==> src/rtl/uart_pkg.sv <==
// uart_pkg: shared UART types and baud-rate constants.
`default_nettype none

package uart_pkg;

  typedef enum logic [2:0] {
    IDLE   = 3'd0,
    START  = 3'd1,
    DATA   = 3'd2,
    PARITY = 3'd3,
    STOP   = 3'd4
  } uart_tx_state_e;

  localparam int unsigned BAUD_4800  = 4800;
  localparam int unsigned BAUD_9600  = 9600;
  localparam int unsigned BAUD_19200 = 19200;
  localparam int unsigned BAUD_38400 = 38400;
  localparam int unsigned BAUD_57600 = 57600;

  // Rounded clock divisor used by the baud generator for a given rate.
  function automatic int unsigned baud_divisor(input int unsigned clk_hz,
                                               input int unsigned baud);
    return (clk_hz + (baud / 2)) / baud;
  endfunction

endpackage

`default_nettype wire

==> src/rtl/uart_tx_fifo.sv <==
// uart_tx_fifo: synchronous byte FIFO with wrap-bit pointers and async reset.
`default_nettype none

module uart_tx_fifo #(
  parameter int DATA_W     = 8,
  parameter int FIFO_DEPTH = 4
) (
  input  logic              clk,
  input  logic              rst,
  input  logic              push,
  input  logic [DATA_W-1:0] wdata,
  input  logic              pop,
  output logic [DATA_W-1:0] rdata,
  output logic              full,
  output logic              empty
);

  localparam int ADDR_W = $clog2(FIFO_DEPTH);

  logic [DATA_W-1:0] mem [FIFO_DEPTH];
  logic [ADDR_W:0]   wr_ptr;
  logic [ADDR_W:0]   rd_ptr;
  logic              push_ok;
  logic              pop_ok;

  assign push_ok = push && !full;
  assign pop_ok  = pop && !empty;

  // Same index with differing wrap bits means the writer has lapped the reader.
  assign empty = (wr_ptr == rd_ptr);
  assign full  = (wr_ptr[ADDR_W] != rd_ptr[ADDR_W]) &&
                 (wr_ptr[ADDR_W-1:0] == rd_ptr[ADDR_W-1:0]);
  assign rdata = mem[rd_ptr[ADDR_W-1:0]];

  always_ff @(posedge clk or posedge rst) begin
    if (rst) begin
      wr_ptr <= '0;
      rd_ptr <= '0;
    end else begin
      if (push_ok) wr_ptr <= wr_ptr + 1'b1;
      if (pop_ok)  rd_ptr <= rd_ptr + 1'b1;
    end
  end

  always_ff @(posedge clk) begin
    if (push_ok) mem[wr_ptr[ADDR_W-1:0]] <= wdata;
  end

endmodule

`default_nettype wire

==> src/rtl/uart_tx_serializer.sv <==
// uart_tx_serializer: FIFO-buffered UART transmitter paced by an external baud tick.
`default_nettype none

module uart_tx_serializer
  import uart_pkg::*;
#(
  parameter int DATA_W     = 8,
  parameter int FIFO_DEPTH = 4
) (
  input  logic              clk_i,
  input  logic              rst_i,
  input  logic              baud_tick_i,
  input  logic              parity_en_i,
  input  logic              parity_odd_i,
  input  logic              stop2_i,
  input  logic [DATA_W-1:0] tx_data_i,
  input  logic              tx_valid_i,
  output logic              tx_ready_o,
  output logic              tx_o,
  output logic              busy_o,
  output logic              frame_done_o
);

  localparam int CNT_W = $clog2(DATA_W + 1);
  localparam logic [CNT_W-1:0] LAST_BIT = CNT_W'(DATA_W - 1);

  logic [DATA_W-1:0] fifo_rdata;
  logic              fifo_full;
  logic              fifo_empty;
  logic              fifo_pop;

  uart_tx_state_e    state, next_state;
  logic [DATA_W-1:0] shift, next_shift;
  logic [CNT_W-1:0]  bit_cnt, next_bit_cnt;
  logic              stop_cnt, next_stop_cnt;
  logic              par_en, next_par_en;
  logic              par_bit, next_par_bit;
  logic              stop2, next_stop2;
  logic              tx_q, next_tx;
  logic              busy_q;
  logic              done_q, next_done;
  logic              start_frame;

  uart_tx_fifo #(
    .DATA_W     (DATA_W),
    .FIFO_DEPTH (FIFO_DEPTH)
  ) u_fifo (
    .clk   (clk_i),
    .rst   (rst_i),
    .push  (tx_valid_i),
    .wdata (tx_data_i),
    .pop   (fifo_pop),
    .rdata (fifo_rdata),
    .full  (fifo_full),
    .empty (fifo_empty)
  );

  assign tx_ready_o   = !fifo_full;
  assign tx_o         = tx_q;
  assign busy_o       = busy_q;
  assign frame_done_o = done_q;

  always_ff @(posedge clk_i or posedge rst_i) begin
    if (rst_i) begin
      state    <= IDLE;
      shift    <= '0;
      bit_cnt  <= '0;
      stop_cnt <= 1'b0;
      par_en   <= 1'b0;
      par_bit  <= 1'b0;
      stop2    <= 1'b0;
      tx_q     <= 1'b1;
      busy_q   <= 1'b0;
      done_q   <= 1'b0;
    end else begin
      state    <= next_state;
      shift    <= next_shift;
      bit_cnt  <= next_bit_cnt;
      stop_cnt <= next_stop_cnt;
      par_en   <= next_par_en;
      par_bit  <= next_par_bit;
      stop2    <= next_stop2;
      tx_q     <= next_tx;
      busy_q   <= (next_state != IDLE);
      done_q   <= next_done;
    end
  end

  always_comb begin
    next_state    = state;
    next_shift    = shift;
    next_bit_cnt  = bit_cnt;
    next_stop_cnt = stop_cnt;
    next_par_en   = par_en;
    next_par_bit  = par_bit;
    next_stop2    = stop2;
    next_tx       = tx_q;
    next_done     = 1'b0;
    fifo_pop      = 1'b0;
    start_frame   = 1'b0;

    if (baud_tick_i) begin
      unique case (state)
        IDLE: begin
          if (!fifo_empty) start_frame = 1'b1;
        end
        START: begin
          next_tx      = shift[0];
          next_bit_cnt = '0;
          next_state   = DATA;
        end
        DATA: begin
          if (bit_cnt == LAST_BIT) begin
            next_stop_cnt = 1'b0;
            if (par_en) begin
              next_tx    = par_bit;
              next_state = PARITY;
            end else begin
              next_tx    = 1'b1;
              next_state = STOP;
            end
          end else begin
            next_shift   = shift >> 1;
            next_tx      = next_shift[0];
            next_bit_cnt = bit_cnt + 1'b1;
          end
        end
        PARITY: begin
          next_tx       = 1'b1;
          next_stop_cnt = 1'b0;
          next_state    = STOP;
        end
        STOP: begin
          if (stop_cnt == stop2) begin
            next_done = 1'b1;
            if (!fifo_empty) begin
              start_frame = 1'b1;
            end else begin
              next_tx    = 1'b1;
              next_state = IDLE;
            end
          end else begin
            next_stop_cnt = 1'b1;
          end
        end
        default: begin
          next_tx    = 1'b1;
          next_state = IDLE;
        end
      endcase
    end

    // Frame configuration and parity are captured together with the byte.
    if (start_frame) begin
      fifo_pop     = 1'b1;
      next_shift   = fifo_rdata;
      next_par_en  = parity_en_i;
      next_par_bit = (^fifo_rdata) ^ parity_odd_i;
      next_stop2   = stop2_i;
      next_tx      = 1'b0;
      next_state   = START;
    end
  end

endmodule

`default_nettype wire

==> config.mk <==
export PLATFORM = sky130hd
export DESIGN_NAME = uart_tx_serializer
export DESIGN_NICKNAME = d
export VERILOG_FILES = /design/src/rtl/uart_pkg.sv /design/src/rtl/uart_tx_fifo.sv /design/src/rtl/uart_tx_serializer.sv
export SDC_FILE = /design/constraint.sdc
export NUM_CORES = 1
export LEC_CHECK = 0
export ABC_AREA = 1
export BUFFER_PORTS_ARGS = -buffer_cell sky130_fd_sc_hd__buf_2
export CAP_MARGIN = 20
export CORE_MARGIN = 10
export CORE_UTILIZATION = 60
export DETAILED_ROUTE_END_ITERATION = 8
export GPL_TIMING_DRIVEN = 0
export PLACE_DENSITY = 0.83
export SETUP_SLACK_MARGIN = 0.05
export SLEW_MARGIN = 20
export SYNTH_ARGS = -nofsm -noshare
export SYNTH_HDL_FRONTEND = slang
export SYNTH_SLANG_ARGS = --single-unit
==> constraint.sdc <==
create_clock -name clk_i -period 4.7 [get_ports clk_i]
set_input_delay 0 -clock clk_i [delete_from_list [all_inputs] [get_ports clk_i]]
set_output_delay 0 -clock clk_i [all_outputs]
set_load 0.05 [all_outputs]
==> results.sh, run 1 <==
export IMPL_cts_resized=0
export IMPL_drc=0
export IMPL_synth_most_common_cell="nand2_1"
export IMPL_maxCapViolations=0
export IMPL_p_int_uw=1410
export IMPL_syn_nets=347
export IMPL_h_tree_depth=3
export IMPL_cp_depth=7
export IMPL_p_leak_uw=0.00165
export IMPL_multi_input_area_sq_mm=0.00109
export IMPL_combPwrFrac_pct=45.6
export IMPL_clockPowerShare_pct=20.1
export IMPL_grt_usage_pct=15.2
export IMPL_vias=2259
export IMPL_setup_viol=0
export IMPL_hold_slack_ns=0.0451
export IMPL_fp_row_count=25
export IMPL_arrival_ns=2.10
export IMPL_sw_frac_of_total_pct=42.0
export IMPL_postLayoutCoreUtil_pct=72.9
export IMPL_cp_end_kind="flip-flop"
export IMPL_grt_max_degree=29
export IMPL_drtPass1Iterations=4
export IMPL_cp_slowest_cell="nor2_1"
export IMPL_worstSetupStartpointType="flip-flop"
export IMPL_hold_violations=0
export IMPL_startpoint="u_fifo.rd_ptr[0]"
export IMPL_ff_latch_area_sq_mm=0.00166
export IMPL_clkSlewWorstSetupHoldPaths_ns=0.06
export IMPL_powerDensity_mw_per_mm2=701
export IMPL_drive_gt1_share_pct=14.8
export IMPL_switchingPower_uw=1020
export IMPL_yosysUniqueCellTypes=32
export IMPL_finalSetupTns_ns=0
export IMPL_slew_headroom_pct=47.9
export IMPL_cts_buffers=9
export IMPL_place_gp_congestion=0.905
export IMPL_ir_drop_mv=0.370
export IMPL_synthSimpleGateAreaFrac_pct=25.6
export IMPL_netlist_area_sq_mm=0.00296
export IMPL_synth_edf_count=32
export IMPL_antenna_found_initial=0
export IMPL_diodes=0
export IMPL_die_y_um=90.3
export IMPL_grt_remaining_overflow=0
export IMPL_path_cells="buf_6, buf_8, xor2_2, nor2_2, nand2_1, nand2_2, nor2_1"
export IMPL_cp_top_family="simple AND/OR/NAND/NOR gates"
export IMPL_synth_top_family_by_area="simple AND/OR/NAND/NOR gates"
export IMPL_root_buffer="clkbuf_8"
export IMPL_ff2ff_setup_slack_ns=2.57
export IMPL_die_area_sq_mm=0.00815
export IMPL_grt_pass1_wl_um=10100
export IMPL_hpwl_um=4110
export IMPL_ys_seq_area_share_pct=56.1
export IMPL_worstRegToRegCells=7
export IMPL_max_freq_mhz=469
export IMPL_io_buffers=18
export IMPL_synth_compound_area_share_pct=5.78
export IMPL_grt_setup_unrepaired="no"
export IMPL_synth_top_area_share_pct=32.4
export IMPL_ys_seq_elements=60
export IMPL_max_stage_delay_ns=0.62
export IMPL_ctsLongestPathBuffers=2
export IMPL_synthXorXnorAreaFrac_pct=2.91
export IMPL_ant_nets=0
export IMPL_r2r_end="u_fifo.mem[1][1]"
export IMPL_finClkSkew_ns=0.00713
export IMPL_synthMuxAreaShare_pct=0
export IMPL_hp_class="input pin to flip-flop"
export IMPL_synth_top_cells_by_count="nand2_1 (126), inv_1 (34), edfxtp_1 (32)"
export IMPL_cts_setup_buffers=0
export IMPL_clock_latency_ns=0.34
export IMPL_grt_pass1_vias=2276
export IMPL_synth_fa_ha_area_share_pct=2.53
export IMPL_syn_to_final_growth_pct=16.9
export IMPL_worst_path_max_fanout=10
export IMPL_status="completed"
export IMPL_rr_startpoint="u_fifo.rd_ptr[0]"
export IMPL_start_util_pct=62.3
export IMPL_placed_area_sq_mm=0.00314
export IMPL_worstMarginPinSlew_ns=0.779
export IMPL_core_area_sq_mm=0.00475
export IMPL_required_ns=4.66
export IMPL_via_per_inst=5.15
export IMPL_cp_buffers_inverters=2
export IMPL_cts_tree="built"
export IMPL_avgRoutedWirePerCell_um=13.2
export IMPL_io_pins=19
export IMPL_synthTopCellsByArea="edfxtp_1 (32%), dfrtp_1 (23%), nand2_1 (16%)"
export IMPL_wirelength_um=5800
export IMPL_crit_type="flip-flop to flip-flop"
export IMPL_min_path_cells=3
export IMPL_power_uw=2430
export IMPL_synthFlopType="edfxtp_1"
export IMPL_finalCritPeriodShare_pct=45.4
export IMPL_p_seq_share_pct=34.3
export IMPL_fillCellCount=364
export IMPL_yosysTopAreaCell="edfxtp_1"
export IMPL_syn_area_per_cell_sq_um=9.09
export IMPL_async_flop_share_pct=46.7
export IMPL_clock_sinks=60
export IMPL_min_period_ns=2.13
export IMPL_stdcell_area_sq_mm=0.00347
export IMPL_crit_end="u_fifo.mem[1][1]"
export IMPL_synth_cells=326
export IMPL_synth_warnings=0
export IMPL_die_w_um=90.3
export IMPL_nNetsFinal=388
export IMPL_slew_viol_final=0
export IMPL_drtIter0Drc=134
[through the flow]
stage | cells | worst slack, ns
floorplan | 326 | 2.50
CTS | 439 | 2.47
global route | 439 | 2.35
finish | 439 | 2.57
detailed placement | 411 | 2.48
global placement | 411 | 2.61
[cell families (layout without fill, tap and decap cells)]
logic type / after synthesis / count (layout)
AND/OR/NAND/NOR: 179 / 179
flip-flops: 60 / 60
buffers and inverters: 45 / 91
AO/OA/AOI/OAI: 27 / 27
XOR/XNOR: 9 / 9
adder cells (fa/ha/maj): 6 / 6
[what timing repair did]
| action | in CTS | in global routing |
|---|---|---|
| hold buffers | 12 | 0 |
| endpoints found under the setup margin | 0 | 0 |
| hold endpoints to repair | 62 | 0 |
[how the worst min path moves through the flow]
stage,start,to
3_5_place_dp,stop2_i,stop2
3_3_place_gp,stop2_i,stop2
5_1_grt,tx_valid_i,u_fifo.wr_ptr[0]
6_report,tx_valid_i,u_fifo.wr_ptr[0]
2_1_floorplan,rst_i,bit_cnt[0]
4_1_cts,tx_valid_i,u_fifo.wr_ptr[0]
[layout by cell type (no fill, tap or decap), types with 2 or more instances in the layout]
| cell type | synthesis | final |
|---|---|---|
| buf_6 | 3 | 3 |
| o21ai_1 | 3 | 3 |
| nand2_2 | 5 | 5 |
| clkbuf_8 | 0 | 9 |
| dfrtp_1 | 27 | 27 |
| xnor2_1 | 3 | 3 |
| a21oi_1 | 5 | 5 |
| ha_1 | 6 | 6 |
| buf_2 | 3 | 21 |
| nand4_1 | 2 | 2 |
| inv_1 | 34 | 33 |
| nand2_1 | 126 | 126 |
| xor2_1 | 5 | 5 |
| dlygate4sd3_1 | 0 | 12 |
| clkbuf_1 | 0 | 2 |
| o21ai_0 | 8 | 8 |
| edfxtp_1 | 32 | 32 |
| nand3_1 | 21 | 21 |
| bufinv_16 | 0 | 2 |
| o221ai_1 | 8 | 8 |
| inv_2 | 3 | 4 |
| nor2_1 | 18 | 18 |
[per-layer routing]
metal  vias to the layer above  part of all wire, %  global-route usage (%)
met5                         -                    0                       0
met4                         0                  3.3                    10.9
met3                        18                  4.9                    4.16
met1                      1036                   42                    16.0
met2                        67                   50                    25.7
li1                       1138                    -                       -
[power groups by stage]
stage	Sequential, uW	Combinational, uW	Clock, uW
2_1_floorplan	853	841	0
3_3_place_gp	836	1050	0
3_5_place_dp	843	1090	0
4_1_cts	833	1100	495
5_1_grt	849	1270	524
6_report	833	1110	488
[sequential cells by signal, summed over array words and instances (netlist names)]
register,flops
bit_cnt,4
busy_o,1
frame_done_o,1
par_bit,1
par_en,1
shift,8
state,3
stop2,1
stop_cnt,1
tx_o,1
u_fifo.mem,32
u_fifo.rd_ptr,3
u_fifo.wr_ptr,3
[area by class of cell]
class,count,share of cell area [%]
clock inverter,5,2.20
sequential,60,48.0
tap,67,2.42
clock buffer,11,3.79
inverter,37,4.01
multi-input combinational,221,31.5
timing repair buffer,30,6.07
buffer,8,2.06
[worst reg2reg max path, delay by kind of cell, from the launching register on]
family	cells	cell delay, ns
xor+xnor	1	0.15
buf+inv	2	0.31
flops	1	0.40
simple gates	4	0.89
Power figures use the tool's default switching activity.
==> run 2, diff against run 1 <==
CORE_UTILIZATION = 54   (was 60)
PLACE_DENSITY = 0.79   (was 0.83)
clock period = 1.85 ns   (was 4.7 ns; I/O delays follow)
==> run 2 against run 1 <==
Net effect: worst setup slack worse by 2.4 ns; core utilization shrank 4.0 points; critical path type unchanged; largest cell class unchanged; critical path depth unchanged.
==> results.sh, run 2 (synthesis results as in run 1) <==
export IMPL_status="completed"
export IMPL_arrival_ns=1.74
export IMPL_slew_headroom_pct=61.2
export IMPL_ctsLongestPathBuffers=2
export IMPL_layout_commonest_cell="nand2_1"
export IMPL_clock_sinks=60
export IMPL_place_gp_congestion=0.800
export IMPL_wirelength_um=6100
export IMPL_required_ns=1.87
export IMPL_worstRegToRegCells=7
export IMPL_ir_drop_mv=1.01
export IMPL_path_cells="buf_6, buf_8, xor2_4, nor2_4, nand2_4, nand2_8, nor2_4"
export IMPL_drive_gt1_share_pct=19.1
export IMPL_clkSlewWorstSetupHoldPaths_ns=0.06
export IMPL_min_from="tx_valid_i"
export IMPL_finClkSkew_ns=0.00418
export IMPL_hold_slack_ns=0.0222
export IMPL_cp_depth=7
export IMPL_r2r_end="u_fifo.mem[2][7]"
export IMPL_slew_viol_final=0
export IMPL_drtIter0Drc=112
export IMPL_io_buffers=18
export IMPL_ant_nets=0
export IMPL_hold_path_end="u_fifo.wr_ptr[1]"
export IMPL_cts_buffers=9
export IMPL_largest_reg_flops=32
export IMPL_min_path_cells=3
export IMPL_cp_slowest_cell="dfrtp_2"
export IMPL_grt_max_degree=29
export IMPL_drc=0
export IMPL_hold_violations=0
export IMPL_cp_buffers_inverters=2
export IMPL_powerDensity_mw_per_mm2=1760
export IMPL_grt_remaining_overflow=0
export IMPL_h_tree_depth=3
export IMPL_rr_startpoint="u_fifo.rd_ptr[0]"
export IMPL_cp_top_family="simple AND/OR/NAND/NOR gates"
export IMPL_grt_usage_pct=14.6
export IMPL_diodes=0
export IMPL_antenna_found_initial=0
export IMPL_p_leak_uw=0.00168
export IMPL_root_buffer="clkbuf_8"
export IMPL_io_pins=19
export IMPL_die_area_sq_mm=0.00885
export IMPL_worstSetupStartpointType="flip-flop"
export IMPL_crit_type="flip-flop to flip-flop"
export IMPL_setup_viol=0
export IMPL_fp_row_count=26
export IMPL_nNetsFinal=393
export IMPL_max_stage_delay_ns=0.46
export IMPL_min_period_ns=1.72
export IMPL_via_per_inst=5.01
export IMPL_final_cell_mix="nand2_1 (123), inv_1 (33), edfxtp_1 (32)"
export IMPL_maxCapViolations=0
export IMPL_start_util_pct=56.9
export IMPL_finalCritPeriodShare_pct=93.1
export IMPL_hp_class="input pin to flip-flop"
export IMPL_clock_latency_ns=0.34
export IMPL_vias=2239
export IMPL_die_y_um=94.1
export IMPL_ff2ff_setup_slack_ns=0.13
export IMPL_die_w_um=94.1
export IMPL_avgRoutedWirePerCell_um=13.7
export IMPL_grt_pass1_wl_um=10200
export IMPL_drtPass1Iterations=4
export IMPL_cp_common_cell="nor2_4"
export IMPL_worstMarginPinSlew_ns=0.581
export IMPL_grt_setup_unrepaired="yes"
export IMPL_postLayoutCoreUtil_pct=68.9
export IMPL_cts_tree="built"
export IMPL_max_freq_mhz=580
export IMPL_syn_to_final_growth_pct=20.9
export IMPL_grt_pass1_vias=2258
export IMPL_hpwl_um=4040
export IMPL_cp_end_kind="flip-flop"
export IMPL_worst_path_max_fanout=10
export IMPL_power_uw=6290
export IMPL_core_area_sq_mm=0.00520
## run 2: cell count changes in the layout (fill, tap and decap cells not counted), sizes merged
cell / change
buf: +4
bufinv: -2
clkinv: +3
## run 2: final cells by class
type | count | area, sq um
inverters | 37 | 141
plain buffers | 8 | 77.6
clock buffers | 10 | 128
fillers | 405 | 1620
clock inverters | 6 | 31.3
well taps | 70 | 87.6
repair buffers | 35 | 283
flip-flops and latches | 60 | 1670
multi-input cells | 221 | 1170
## run 2: power breakdown
group / internal, uW / total [uW] / switching, uW
combinational: 1140 / 3180 / 2040
sequential: 1870 / 2130 / 257
clock: 471 / 981 / 510
## run 2: worst min-delay path: stages
cell	delay, ns
buf_2	0.13
nand2_8	0.12
a21oi_1	0.07
## run 2: repair_timing
action                                 CTS  global route
pin swaps                                3             4
hold buffers                            12             0
setup buffers                            4             0
setup endpoints to repair               33            29
endpoints found under the hold margin   62             0
gates cloned                             0             1
gates resized for setup                  1            14
## run 2: metal layers
metal	wire [um]	track usage, %	up-vias
li1	-	-	1148
met1	2450	15.4	1039
met2	3250	25.5	39
met3	259	5.76	13
met4	140	6.08	0
met5	0	0	-
## run 2: worst max-delay path by stage
stage,start,end,slack (ns)
floorplan,u_fifo.rd_ptr[0],u_fifo.mem[3][0],0.10
global placement,u_fifo.rd_ptr[0],u_fifo.mem[3][3],0.04
detailed placement,u_fifo.rd_ptr[0],u_fifo.mem[3][3],-0.01
CTS,u_fifo.rd_ptr[0],shift[5],0.08
global route,u_fifo.rd_ptr[0],busy_o,0.02
finish,u_fifo.rd_ptr[0],u_fifo.mem[2][7],0.13
## run 2: metrics by stage
step                      std cells  worst slack (ns)  instance area, sq um  TNS [ns]
final                           447             0.127                  3580         0
after global routing            447            0.0155                  3580         0
after global placement          414            0.0375                  3170         0
after CTS                       446            0.0783                  3520         0
after detailed placement        414          -0.00966                  3170   -0.0737
after floorplan                 326             0.101                  2990         0
==> run 3, diff against run 2 <==
CORE_ASPECT_RATIO = 0.9   (was default)
clock period = 1.5 ns   (was 1.85 ns; I/O delays follow)
==> run 3 against run 2 <==
Net effect: the flow now finishes with violations (setup timing); non-clock buffer count is 23 higher; worst setup slack lost 0.40 ns; largest cell class unchanged; combinational power up 71%; critical path depth is 6 higher; wire length grew 21%; critical endpoint is now par_bit; core utilization grew 8.5 points; sequential power grew 25%; die area hardly changed; first-iteration DRC count is 79% higher.
==> results.sh, run 3 (synthesis results as in run 1) <==
export IMPL_status="finished with violations"
export IMPL_violations="setup timing"
export IMPL_max_freq_mhz=563
export IMPL_cts_buffers=9
export IMPL_die_w_um=98.1
export IMPL_antenna_found_initial=0
export IMPL_final_cell_mix="nand2_1 (97), edfxtp_1 (32), inv_1 (28)"
export IMPL_grt_setup_unrepaired="yes"
export IMPL_avgRoutedWirePerCell_um=15.8
export IMPL_diodes=0
export IMPL_drtPass1Iterations=4
export IMPL_drtIter0Drc=200
export IMPL_switchingPower_uw=4190
export IMPL_largest_reg_flops=32
export IMPL_layout_commonest_cell="nand2_1"
export IMPL_grt_pass1_vias=2455
export IMPL_clock_sinks=60
export IMPL_hp_class="input pin to flip-flop"
export IMPL_slew_headroom_pct=61.6
export IMPL_hold_path_end="frame_done_o"
export IMPL_cts_tree="built"
export IMPL_core_area_sq_mm=0.00529
export IMPL_cp_slowest_cell="dfrtp_2"
export IMPL_ant_nets=0
export IMPL_grt_pass1_wl_um=11000
export IMPL_cp_buffers_inverters=3
export IMPL_grt_usage_pct=15.1
export IMPL_crit_type="flip-flop to flip-flop"
export IMPL_arrival_ns=2.01
export IMPL_layout_cells_non_filler=466
export IMPL_setup_slack_ns=-0.276
export IMPL_die_area_sq_mm=0.00886
export IMPL_grt_max_degree=29
export IMPL_worst_path_max_fanout=7
export IMPL_io_buffers=18
export IMPL_power_uw=9260
export IMPL_clock_latency_ns=0.33
export IMPL_hpwl_um=4280
export IMPL_ff2ff_setup_slack_ns=-0.28
export IMPL_finalCritPeriodShare_pct=118
export IMPL_min_path_cells=3
export IMPL_h_tree_depth=3
export IMPL_fp_row_count=25
export IMPL_maxCapViolations=0
export IMPL_finClkSkew_ns=0.00859
export IMPL_drt_met1_wl_um=3010
export IMPL_cp_common_cell="nand2_1"
export IMPL_start_util_pct=56.1
export IMPL_clkSlewWorstSetupHoldPaths_ns=0.07
export IMPL_min_period_ns=1.78
export IMPL_wl_met2_um=3800
export IMPL_powerDensity_mw_per_mm2=2270
export IMPL_setup_viol=56
export IMPL_p_seq_share_pct=28.8
export IMPL_cp_end_kind="flip-flop"
export IMPL_wl_met3_um=404
export IMPL_nNetsFinal=416
export IMPL_syn_to_final_growth_pct=37.9
export IMPL_drc=0
export IMPL_drive_gt1_share_pct=37.8
export IMPL_dp_cells=411
export IMPL_worstSetupStartpointType="flip-flop"
export IMPL_grt_remaining_overflow=0
export IMPL_placed_area_sq_mm=0.00320
export IMPL_max_stage_delay_ns=0.45
export IMPL_ir_drop_mv=1.41
export IMPL_sw_frac_of_total_pct=45.2
export IMPL_required_ns=1.73
export IMPL_die_y_um=90.3
export IMPL_p_leak_uw=0.00191
export IMPL_clockPowerShare_pct=12.3
export IMPL_postLayoutCoreUtil_pct=77.3
export IMPL_via_per_inst=5.37
export IMPL_min_from="baud_tick_i"
export IMPL_fillCellCount=308
export IMPL_slew_viol_final=0
export IMPL_r2r_end="par_bit"
export IMPL_hold_violations=0
export IMPL_rr_startpoint="u_fifo.rd_ptr[0]"
export IMPL_vias=2503
export IMPL_ctsLongestPathBuffers=2
export IMPL_io_pins=19
export IMPL_cp_top_family="simple AND/OR/NAND/NOR gates"
export IMPL_combPwrFrac_pct=58.9
export IMPL_stdcell_area_sq_mm=0.00409
export IMPL_place_gp_congestion=0.915
export IMPL_p_int_uw=5070
export IMPL_wirelength_um=7380
export IMPL_top_layer="met4"
export IMPL_path_cells="buf_8, buf_8, buf_4, nand2_2, nand3_2, nand2_2, nand2_1, nand2_1, nand2_1, nand3_1, nand3_1, nand3_2, nand2_1"
export IMPL_root_buffer="clkbuf_8"
export IMPL_worstMarginPinSlew_ns=0.575
export IMPL_worstRegToRegCells=13
==> run 3: changes by cell type in the layout (fill, tap and decap cells not counted), moves of 5 or more <==
cell | previous run | this run
o221ai_1 | 6 | 1
nand3_1 | 21 | 12
nor2_1 | 14 | 8
nand3_2 | 0 | 8
buf_4 | 1 | 16
buf_6 | 4 | 14
inv_1 | 33 | 28
nand2_2 | 6 | 24
nand2_1 | 123 | 97
nand2_4 | 2 | 9
o221ai_2 | 2 | 7
==> run 3: area by class of cell <==
cell class                 count  area (sq um)  share of cell area, %
inverter                      37           146                   3.58
buffer                         8          91.3                   2.23
sequential                    60          1660                   40.7
clock buffer                  10           128                   3.12
multi-input combinational    221          1440                   35.2
timing repair buffer          58           514                   12.6
tap                           67          83.8                   2.05
clock inverter                 5          20.0                  0.490
==> run 3: power groups by stage <==
stage | logic [uW] | registers (uW) | clock network (uW)
after floorplan | 2830 | 2670 | 0
after global placement | 3560 | 2610 | 0
after detailed placement | 3710 | 2640 | 0
after CTS | 4350 | 2600 | 1140
after global routing | 5980 | 2710 | 1240
final | 5450 | 2670 | 1140
==> run 3: worst max-delay path by stage <==
stage	to	slack [ns]	from	cells after the start
5_1_grt	par_bit	-0.43	u_fifo.rd_ptr[0]	14
3_5_place_dp	u_fifo.mem[3][3]	-0.29	u_fifo.rd_ptr[0]	7
2_1_floorplan	u_fifo.mem[3][0]	-0.19	u_fifo.rd_ptr[0]	7
3_3_place_gp	u_fifo.mem[3][0]	-0.27	u_fifo.rd_ptr[0]	7
6_report	par_bit	-0.28	u_fifo.rd_ptr[0]	13
4_1_cts	par_bit	-0.20	u_fifo.rd_ptr[0]	14
==> run 3: per-stage QoR <==
stage                     setup WS (ns)  hold slack [ns]  TNS, ns
after global placement           -0.273            0.194   -10.08
after CTS                        -0.203           0.0180    -8.97
after detailed placement         -0.290            0.214   -11.05
after floorplan                  -0.189           0.0647    -5.44
after global routing             -0.430           0.0806   -13.59
final                            -0.276           0.0667   -10.18
==> run 3: layer usage <==
layer	track usage (%)	up-vias
met3	4.44	15
met5	0	-
met2	24.2	79
li1	-	1195
met4	7.26	0
met1	18.1	1214
==> run 3: worst min-delay path: stages <==
cell,delay (ns)
buf_2,0.13
nand2_1,0.14
nor3_1,0.08
==> run 3: what timing repair did <==
action | 4_1_cts | 5_1_grt
resized for setup | 22 | 85
cloned | 3 | 0
pin swaps | 15 | 38
endpoints found under the setup margin | 60 | 60
setup buffers | 15 | 13
hold buffers | 11 | 0
endpoints found under the hold margin | 61 | 0
